`src/rtl/mc_ctrl_pkg.sv`:
```
// Shared encodings for the multicycle control FSM: states, opcode/funct values,
// ALU operand-mux selects, ALU operations and the registered control bundle.
package mc_ctrl_pkg;

  localparam int unsigned STATE_W = 4;
  localparam int unsigned CNT_W   = 3;

  localparam logic [STATE_W-1:0] S_FETCH   = 4'd0;
  localparam logic [STATE_W-1:0] S_DECODE  = 4'd1;
  localparam logic [STATE_W-1:0] S_EXEC_R  = 4'd2;
  localparam logic [STATE_W-1:0] S_WB_R    = 4'd3;
  localparam logic [STATE_W-1:0] S_EXEC_I  = 4'd4;
  localparam logic [STATE_W-1:0] S_WB_I    = 4'd5;
  localparam logic [STATE_W-1:0] S_ADDR    = 4'd6;
  localparam logic [STATE_W-1:0] S_MEM_RD  = 4'd7;
  localparam logic [STATE_W-1:0] S_MEM_WB  = 4'd8;
  localparam logic [STATE_W-1:0] S_MEM_WR  = 4'd9;
  localparam logic [STATE_W-1:0] S_BRANCH  = 4'd10;
  localparam logic [STATE_W-1:0] S_JUMP    = 4'd11;
  localparam logic [STATE_W-1:0] S_ADDM_RD = 4'd12;
  localparam logic [STATE_W-1:0] S_ADDM_EX = 4'd13;
  localparam logic [STATE_W-1:0] S_ILLEGAL = 4'd14;

  localparam logic [5:0] OP_RTYPE = 6'h00;
  localparam logic [5:0] OP_ADDM  = 6'h01;
  localparam logic [5:0] OP_J     = 6'h02;
  localparam logic [5:0] OP_BEQ   = 6'h04;
  localparam logic [5:0] OP_ADDI  = 6'h08;
  localparam logic [5:0] OP_LW    = 6'h23;
  localparam logic [5:0] OP_SW    = 6'h2B;

  localparam logic [5:0] FN_ADD = 6'h20;
  localparam logic [5:0] FN_SUB = 6'h22;
  localparam logic [5:0] FN_AND = 6'h24;

  localparam logic [1:0] SRCA_PC  = 2'd0;
  localparam logic [1:0] SRCA_A   = 2'd1;
  localparam logic [1:0] SRCA_MDR = 2'd2;

  localparam logic [1:0] SRCB_B      = 2'd0;
  localparam logic [1:0] SRCB_FOUR   = 2'd1;
  localparam logic [1:0] SRCB_IMM    = 2'd2;
  localparam logic [1:0] SRCB_IMM_SH = 2'd3;

  localparam logic [2:0] ALU_ADD = 3'd0;
  localparam logic [2:0] ALU_SUB = 3'd1;
  localparam logic [2:0] ALU_AND = 3'd2;

  localparam logic [1:0] PCSRC_ALU    = 2'd0;
  localparam logic [1:0] PCSRC_ALUOUT = 2'd1;
  localparam logic [1:0] PCSRC_JUMP   = 2'd2;

  typedef struct packed {
    logic [1:0] alu_src_a;
    logic [1:0] alu_src_b;
    logic [2:0] alu_op;
    logic       pc_write;
    logic       pc_write_cond;
    logic [1:0] pc_source;
    logic       i_or_d;
    logic       mem_write;
    logic       ir_write;
    logic       mdr_write;
    logic       ab_write;
    logic       aluout_write;
    logic       reg_write;
    logic       reg_dst;
    logic       mem_to_reg;
    logic       illegal_op;
  } ctrl_t;

  function automatic logic [2:0] funct_alu_op(input logic [5:0] funct);
    logic [2:0] op;
    case (funct)
      FN_SUB:  op = ALU_SUB;
      FN_AND:  op = ALU_AND;
      default: op = ALU_ADD;
    endcase
    return op;
  endfunction

  // First execution microstep chosen from DECODE.
  function automatic logic [STATE_W-1:0] dispatch(input logic [5:0] opcode,
                                                  input logic [5:0] funct);
    logic [STATE_W-1:0] s;
    case (opcode)
      OP_RTYPE:     s = (funct == FN_ADD || funct == FN_SUB || funct == FN_AND) ?
                        S_EXEC_R : S_ILLEGAL;
      OP_ADDI:      s = S_EXEC_I;
      OP_LW, OP_SW: s = S_ADDR;
      OP_BEQ:       s = S_BRANCH;
      OP_J:         s = S_JUMP;
      OP_ADDM:      s = S_ADDM_RD;
      default:      s = S_ILLEGAL;
    endcase
    return s;
  endfunction

endpackage

```
`src/rtl/mc_ctrl_fsm_wait_cnt.sv`:
```
// Wait counter for memory microsteps: counts cycles since state entry (saturating)
// and flags when the count reaches MEM_WAIT, both now and for the coming cycle.
module mc_wait_cnt
  import mc_ctrl_pkg::*;
#(
  parameter int unsigned MEM_WAIT = 2
) (
  input  logic clk,
  input  logic reset,
  input  logic i_clear,
  output logic o_done,
  output logic o_done_nxt_c
);

  logic [CNT_W-1:0] r_cnt;
  logic [CNT_W-1:0] w_cnt_nxt;

  always_comb begin
    w_cnt_nxt = r_cnt;
    if (i_clear) begin
      w_cnt_nxt = '0;
    end else if (r_cnt != {CNT_W{1'b1}}) begin
      w_cnt_nxt = r_cnt + CNT_W'(1);
    end
  end

  always_ff @(posedge clk or negedge reset) begin
    if (!reset) begin
      r_cnt <= '0;
    end else begin
      r_cnt <= w_cnt_nxt;
    end
  end

  assign o_done       = (r_cnt == CNT_W'(MEM_WAIT));
  assign o_done_nxt_c = (w_cnt_nxt == CNT_W'(MEM_WAIT));

endmodule

```
`src/rtl/mc_ctrl_fsm.sv`:
```
// Multicycle control FSM: one state per microstep, driving the ALU operand muxes and
// datapath write enables. Controls are registered from the next-state decode.
module mc_ctrl_fsm
  import mc_ctrl_pkg::*;
#(
  parameter int unsigned MEM_WAIT = 2
) (
  input  logic       clk,
  input  logic       reset,
  input  logic [5:0] opcode,
  input  logic [5:0] funct,
  input  logic       zero,
  output logic [1:0] alu_src_a,
  output logic [1:0] alu_src_b,
  output logic [2:0] alu_op,
  output logic       pc_write,
  output logic       pc_write_cond,
  output logic [1:0] pc_source,
  output logic       i_or_d,
  output logic       mem_write,
  output logic       ir_write,
  output logic       mdr_write,
  output logic       ab_write,
  output logic       aluout_write,
  output logic       reg_write,
  output logic       reg_dst,
  output logic       mem_to_reg,
  output logic       illegal_op
);

  logic [STATE_W-1:0] r_state;
  logic [STATE_W-1:0] w_state_nxt;
  logic               r_boot;
  logic               w_clear;
  logic               w_done;
  logic               w_done_nxt;
  ctrl_t              r_ctrl;
  ctrl_t              w_ctrl_nxt;
  logic               w_unused;

  // The branch decision is made in the datapath by gating pc_write_cond with zero.
  assign w_unused = zero;

  mc_wait_cnt #(
    .MEM_WAIT (MEM_WAIT)
  ) u_wait_cnt (
    .clk          (clk),
    .reset        (reset),
    .i_clear      (w_clear),
    .o_done       (w_done),
    .o_done_nxt_c (w_done_nxt)
  );

  // Next state; the cycle leaving reset re-enters FETCH so its counter starts clean.
  always_comb begin
    w_state_nxt = r_state;
    if (r_boot) begin
      w_state_nxt = S_FETCH;
    end else begin
      case (r_state)
        S_FETCH:   if (w_done) w_state_nxt = S_DECODE;
        S_DECODE:  w_state_nxt = dispatch(opcode, funct);
        S_EXEC_R:  w_state_nxt = S_WB_R;
        S_EXEC_I:  w_state_nxt = S_WB_I;
        S_ADDR:    w_state_nxt = (opcode == OP_SW) ? S_MEM_WR : S_MEM_RD;
        S_MEM_RD:  if (w_done) w_state_nxt = S_MEM_WB;
        S_MEM_WR:  if (w_done) w_state_nxt = S_FETCH;
        S_ADDM_RD: if (w_done) w_state_nxt = S_ADDM_EX;
        S_ADDM_EX: w_state_nxt = S_WB_R;
        default:   w_state_nxt = S_FETCH;
      endcase
    end
  end

  assign w_clear = r_boot || (w_state_nxt != r_state);

  // Controls for the coming cycle, so the registered outputs line up with r_state.
  always_comb begin
    w_ctrl_nxt = '0;
    case (w_state_nxt)
      S_FETCH: begin
        if (w_done_nxt) begin
          w_ctrl_nxt.ir_write  = 1'b1;
          w_ctrl_nxt.pc_write  = 1'b1;
          w_ctrl_nxt.alu_src_a = SRCA_PC;
          w_ctrl_nxt.alu_src_b = SRCB_FOUR;
          w_ctrl_nxt.alu_op    = ALU_ADD;
          w_ctrl_nxt.pc_source = PCSRC_ALU;
        end
      end
      S_DECODE: begin
        w_ctrl_nxt.ab_write     = 1'b1;
        w_ctrl_nxt.aluout_write = 1'b1;
        w_ctrl_nxt.alu_src_a    = SRCA_PC;
        w_ctrl_nxt.alu_src_b    = SRCB_IMM_SH;
      end
      S_EXEC_R: begin
        w_ctrl_nxt.alu_src_a    = SRCA_A;
        w_ctrl_nxt.alu_src_b    = SRCB_B;
        w_ctrl_nxt.alu_op       = funct_alu_op(funct);
        w_ctrl_nxt.aluout_write = 1'b1;
      end
      S_EXEC_I, S_ADDR: begin
        w_ctrl_nxt.alu_src_a    = SRCA_A;
        w_ctrl_nxt.alu_src_b    = SRCB_IMM;
        w_ctrl_nxt.alu_op       = ALU_ADD;
        w_ctrl_nxt.aluout_write = 1'b1;
      end
      S_WB_R: begin
        w_ctrl_nxt.reg_write = 1'b1;
        w_ctrl_nxt.reg_dst   = 1'b1;
      end
      S_WB_I: w_ctrl_nxt.reg_write = 1'b1;
      S_MEM_RD, S_ADDM_RD: begin
        w_ctrl_nxt.i_or_d    = 1'b1;
        w_ctrl_nxt.mdr_write = w_done_nxt;
      end
      S_MEM_WB: begin
        w_ctrl_nxt.reg_write  = 1'b1;
        w_ctrl_nxt.mem_to_reg = 1'b1;
      end
      S_MEM_WR: begin
        w_ctrl_nxt.i_or_d    = 1'b1;
        w_ctrl_nxt.mem_write = w_clear;
      end
      S_BRANCH: begin
        w_ctrl_nxt.alu_src_a     = SRCA_A;
        w_ctrl_nxt.alu_src_b     = SRCB_B;
        w_ctrl_nxt.alu_op        = ALU_SUB;
        w_ctrl_nxt.pc_write_cond = 1'b1;
        w_ctrl_nxt.pc_source     = PCSRC_ALUOUT;
      end
      S_JUMP: begin
        w_ctrl_nxt.pc_write  = 1'b1;
        w_ctrl_nxt.pc_source = PCSRC_JUMP;
      end
      S_ADDM_EX: begin
        w_ctrl_nxt.alu_src_a    = SRCA_MDR;
        w_ctrl_nxt.alu_src_b    = SRCB_B;
        w_ctrl_nxt.alu_op       = ALU_ADD;
        w_ctrl_nxt.aluout_write = 1'b1;
      end
      S_ILLEGAL: w_ctrl_nxt.illegal_op = 1'b1;
      default: ;
    endcase
  end

  always_ff @(posedge clk or negedge reset) begin
    if (!reset) begin
      r_state <= S_FETCH;
      r_boot  <= 1'b1;
      r_ctrl  <= '0;
    end else begin
      r_state <= w_state_nxt;
      r_boot  <= 1'b0;
      r_ctrl  <= w_ctrl_nxt;
    end
  end

  assign alu_src_a     = r_ctrl.alu_src_a;
  assign alu_src_b     = r_ctrl.alu_src_b;
  assign alu_op        = r_ctrl.alu_op;
  assign pc_write      = r_ctrl.pc_write;
  assign pc_write_cond = r_ctrl.pc_write_cond;
  assign pc_source     = r_ctrl.pc_source;
  assign i_or_d        = r_ctrl.i_or_d;
  assign mem_write     = r_ctrl.mem_write;
  assign ir_write      = r_ctrl.ir_write;
  assign mdr_write     = r_ctrl.mdr_write;
  assign ab_write      = r_ctrl.ab_write;
  assign aluout_write  = r_ctrl.aluout_write;
  assign reg_write     = r_ctrl.reg_write;
  assign reg_dst       = r_ctrl.reg_dst;
  assign mem_to_reg    = r_ctrl.mem_to_reg;
  assign illegal_op    = r_ctrl.illegal_op;

endmodule
```
`config.mk`:
```
export PLATFORM = sky130hd
export DESIGN_NAME = mc_ctrl_fsm
export DESIGN_NICKNAME = d
export VERILOG_FILES = /design/src/rtl/mc_ctrl_pkg.sv /design/src/rtl/mc_ctrl_fsm_wait_cnt.sv /design/src/rtl/mc_ctrl_fsm.sv
export SDC_FILE = /design/constraint.sdc
export NUM_CORES = 1
export LEC_CHECK = 0
export ABC_AREA = 1
export CAP_MARGIN = 10
export CORE_MARGIN = 2
export CORE_UTILIZATION = 53
export DETAILED_ROUTE_END_ITERATION = 8
export PLACE_DENSITY = 0.84
export SETUP_SLACK_MARGIN = 0.02
export SLEW_MARGIN = 10
export SYNTH_ARGS = -nofsm -noshare
export SYNTH_HDL_FRONTEND = slang
export SYNTH_SLANG_ARGS = --single-unit
```
`constraint.sdc`:
```
create_clock -name clk -period 5.55 [get_ports clk]
set_clock_uncertainty 0.1 [all_clocks]
set_input_delay 1.3875 -clock clk [delete_from_list [all_inputs] [get_ports clk]]
set_output_delay 1.3875 -clock clk [all_outputs]
set_load 0.02 [all_outputs]
```
==> results.sh <==
export IMPL_status="finished clean"
export IMPL_ir_worst_vdd_v=0.0004429
export IMPL_layout_cells_sized_above_1_pct=11.38
export IMPL_pin_count=36
export IMPL_clock_sinks=28
export IMPL_setup_viols_final=0
export IMPL_worst_hold_path_endpoint="u_wait_cnt.r_cnt[0]"
export IMPL_timing_final_hold_violations=0
export IMPL_worstPathCellList="clkdlybuf4s50_1, nor2_4, nand2_1, a21oi_1, nor2_1, nand3_1, nand2_1, nand2_2, nand2_2, nand2_1, nand3_4, nor2_4, nor2_1, nand2_2, nand2_1"
export IMPL_maxCapViolCount=0
export IMPL_syn_inst=208
export IMPL_power_static_leakage_nw=1.077
export IMPL_timing_reg2reg_worst_path_depth=15
export IMPL_timing_reg2reg_setup_slack_ns=3.50
export IMPL_synthesis_area_per_instance_sq_um=7.453
export IMPL_drc=0
export IMPL_flops_latches_synth=28
export IMPL_finalWirelength_microns=3032
export IMPL_final_instance_count_excl_fill=277
export IMPL_clock_path_buffers=2
export IMPL_largest_reg_flops=4
export IMPL_power_density_nw_per_um2=377.1
export IMPL_setup_slack_ns=2.377
export IMPL_num_nets_final=264
export IMPL_path_max_fanout=5
export IMPL_placement_io_buffers=33
export IMPL_grt_antenna_before_repair=0
export IMPL_final_setup_tns_ns=0
export IMPL_final_max_slew_violation_count=0
export IMPL_dr_total_vias=1366
export IMPL_reg_top3="r_state x4, u_wait_cnt.r_cnt x3"
export IMPL_clk_pin_slew_worst_paths_ns=0.13
export IMPL_gp_congestion=0.8658
export IMPL_die_area_sq_um=3374
export IMPL_critPathCaptureType="flip-flop"
export IMPL_hold_path_startpoint="u_wait_cnt.r_cnt[0]"
export IMPL_final_antenna_net_count=0
export IMPL_viasPerCell=4.931
export IMPL_drtIter0Drc=60
export IMPL_worstPathBufferInverterCount=1
export IMPL_place_detailed_hpwl_microns=2413
export IMPL_startpoint_type="primary input"
export IMPL_die_w_microns=58.09
export IMPL_synth_yosys_seq_area_share_pct=45.28
export IMPL_finalCriticalPeriod_ns=3.173
export IMPL_start_util_pct=56.22
export IMPL_worst_r2r_startpoint="u_wait_cnt.r_cnt[0]"
export IMPL_grt_max_degree=29
export IMPL_worstSetupStartpoint="opcode[4]"
export IMPL_layout_common_cells="sky130_fd_sc_hd__nand2_1 (45), sky130_fd_sc_hd__nor2_1 (35), sky130_fd_sc_hd__clkdlybuf4s50_1 (33), sky130_fd_sc_hd__inv_1 (32), sky130_fd_sc_hd__dfrtp_1 (27)"
export IMPL_worst_skew_pair_late_latency_ns=0.33
export IMPL_ctsHoldBuffers=0
export IMPL_syn_to_final_growth_pct=27.44
export IMPL_die_height_microns=58.09
export IMPL_cts_resizes=0
export IMPL_floorplan_core_area_sq_um=2758
export IMPL_largest_register="r_state"
export IMPL_num_cts_buffers=3
export IMPL_htree_num_levels=1
export IMPL_power_share_sequential_pct=35.8
export IMPL_r2r_end="pc_write"
export IMPL_power_share_combinational_pct=46.6
export IMPL_slowest_delay_ns=0.47
export IMPL_min_delay_path_depth=3
export IMPL_grt_first_pass_wirelength_microns=5313
export IMPL_worstHoldPathType="flip-flop to flip-flop"
export IMPL_rsz0062_at_grt="no"
export IMPL_tritoncts_clock_tree="yes"
export IMPL_dpl_cell_count=273
export IMPL_layout_cells_most_common="sky130_fd_sc_hd__nand2_1"
export IMPL_edff_count_synth=0
export IMPL_post_route_period_util_pct=57.17
export IMPL_start_to_end_type_of_the_worst_setup_path="primary input to flip-flop"
export IMPL_ys_dominant_reg_cell="sky130_fd_sc_hd__dfrtp_1"
export IMPL_placement_rows=19
export IMPL_synth_yosys_warnings=0
export IMPL_relative_contribution_of_the_clock_network_to_total_power_pct=17.7
export IMPL_setup_slack_after_placement_ns=2.034
export IMPL_switching_share_pct=40.72
export IMPL_count_of_different_cell_masters_after_synthesis=24
export IMPL_vias_in_the_first_global_route=1282
export IMPL_overflow=0
export IMPL_global_routing_usage_summed_across_all_routing_layers_pct=20.36
export IMPL_postCtsSetupRepairBufs=0
export IMPL_antenna_cells_inserted=0
export IMPL_power_switching_uw=303.3
export IMPL_cp_common_cell="sky130_fd_sc_hd__nand2_1"
export IMPL_clockRootBuffer="sky130_fd_sc_hd__clkbuf_4"
export IMPL_synth_area_sq_um=1550
export IMPL_arrival_ns=3.30
export IMPL_required_ns=5.68
export IMPL_timing_critical_path_slowest_stage_cell="sky130_fd_sc_hd__clkdlybuf4s50_1"
export IMPL_internal_power_uw=441.7
export IMPL_largest_delay_share_family_worst_path="simple AND/OR/NAND/NOR gates"
export IMPL_wl_per_cell_microns=10.95
export IMPL_synthArstFlopShare_pct=100.0
export IMPL_fmax_ghz=0.3152
export IMPL_detail_route_first_pass_iterations=4
-- worst max-delay path by stage --
stage,endpoint,depth (start not counted)
floorplan,alu_src_b[0],14
global placement,alu_src_b[0],15
detailed placement,pc_write,15
CTS,pc_write,15
global route,pc_write,14
finish,pc_write,15
-- power groups by stage --
stage / Clock, mW / Combinational [mW] / Sequential, mW
floorplan: 0 / 0.212 / 0.297
global route: 0.141 / 0.386 / 0.270
CTS: 0.133 / 0.348 / 0.267
detailed placement: 0 / 0.346 / 0.271
global placement: 0 / 0.338 / 0.270
finish: 0.132 / 0.347 / 0.266
-- routing by layer --
| layer | routed length [microns] | up-vias | global-route usage (%) |
|---|---|---|---|
| li1 | - | 714 | - |
| met1 | 1376 | 618 | 25.11 |
| met2 | 1482 | 32 | 36.36 |
| met3 | 153 | 2 | 4.241 |
| met4 | 19 | 0 | 4.983 |
| met5 | 0 | - | 0 |
-- cells in the mapped netlist, drive strengths merged (2+ instances only) --
master | number | area share [%]
nor3 | 4 | 1.3
nand3 | 24 | 8.9
inv | 38 | 9.2
a21oi | 4 | 1.3
dfrtp | 27 | 44
nor2 | 42 | 13
ha | 2 | 1.6
nand2 | 52 | 14
nand4 | 4 | 1.6
o21ai | 5 | 1.6
-- layout make-up --
class                   instances  area (sq um)
clock buffers                   3         22.52
flip-flops and latches         28         701.9
well taps                      31         38.79
clock inverters                 1         30.03
repair buffers                 34         337.8
multi-input cells             142         701.9
fillers                       230         782.0
inverters                      38         142.6
-- kinds of logic (layout without fill, tap and decap cells) --
kind of cell	count (synthesis)	count (layout)	synth area share (%)
xor+xnor	1	1	0.5651
other cells	1	2	0.2419
simple gates	127	127	39.23
compound gates	10	10	3.390
fa+ha+maj	2	2	1.614
buf+inv	39	76	9.686
flops	28	28	45.28
-- worst min-delay path, stage by stage (launching register included) --
cell                      delay, ns
sky130_fd_sc_hd__dfrtp_1       0.42
sky130_fd_sc_hd__xor2_1        0.10
sky130_fd_sc_hd__inv_1         0.10
sky130_fd_sc_hd__nor2_4        0.05
-- metrics by stage --
step	utilization, %	hold slack (ns)	power (mW)	cell area (sq um)
2_1_floorplan	-	0.5050	0.5089	1554
5_1_grt	71.64	0.6138	0.7962	1976
3_5_place_dp	69.74	0.5786	0.6170	1923
3_3_place_gp	69.74	0.5466	0.6085	1923
4_1_cts	71.64	0.5979	0.7480	1976
6_report	71.64	0.5988	0.7450	1976
Power figures use the tool's default switching activity.
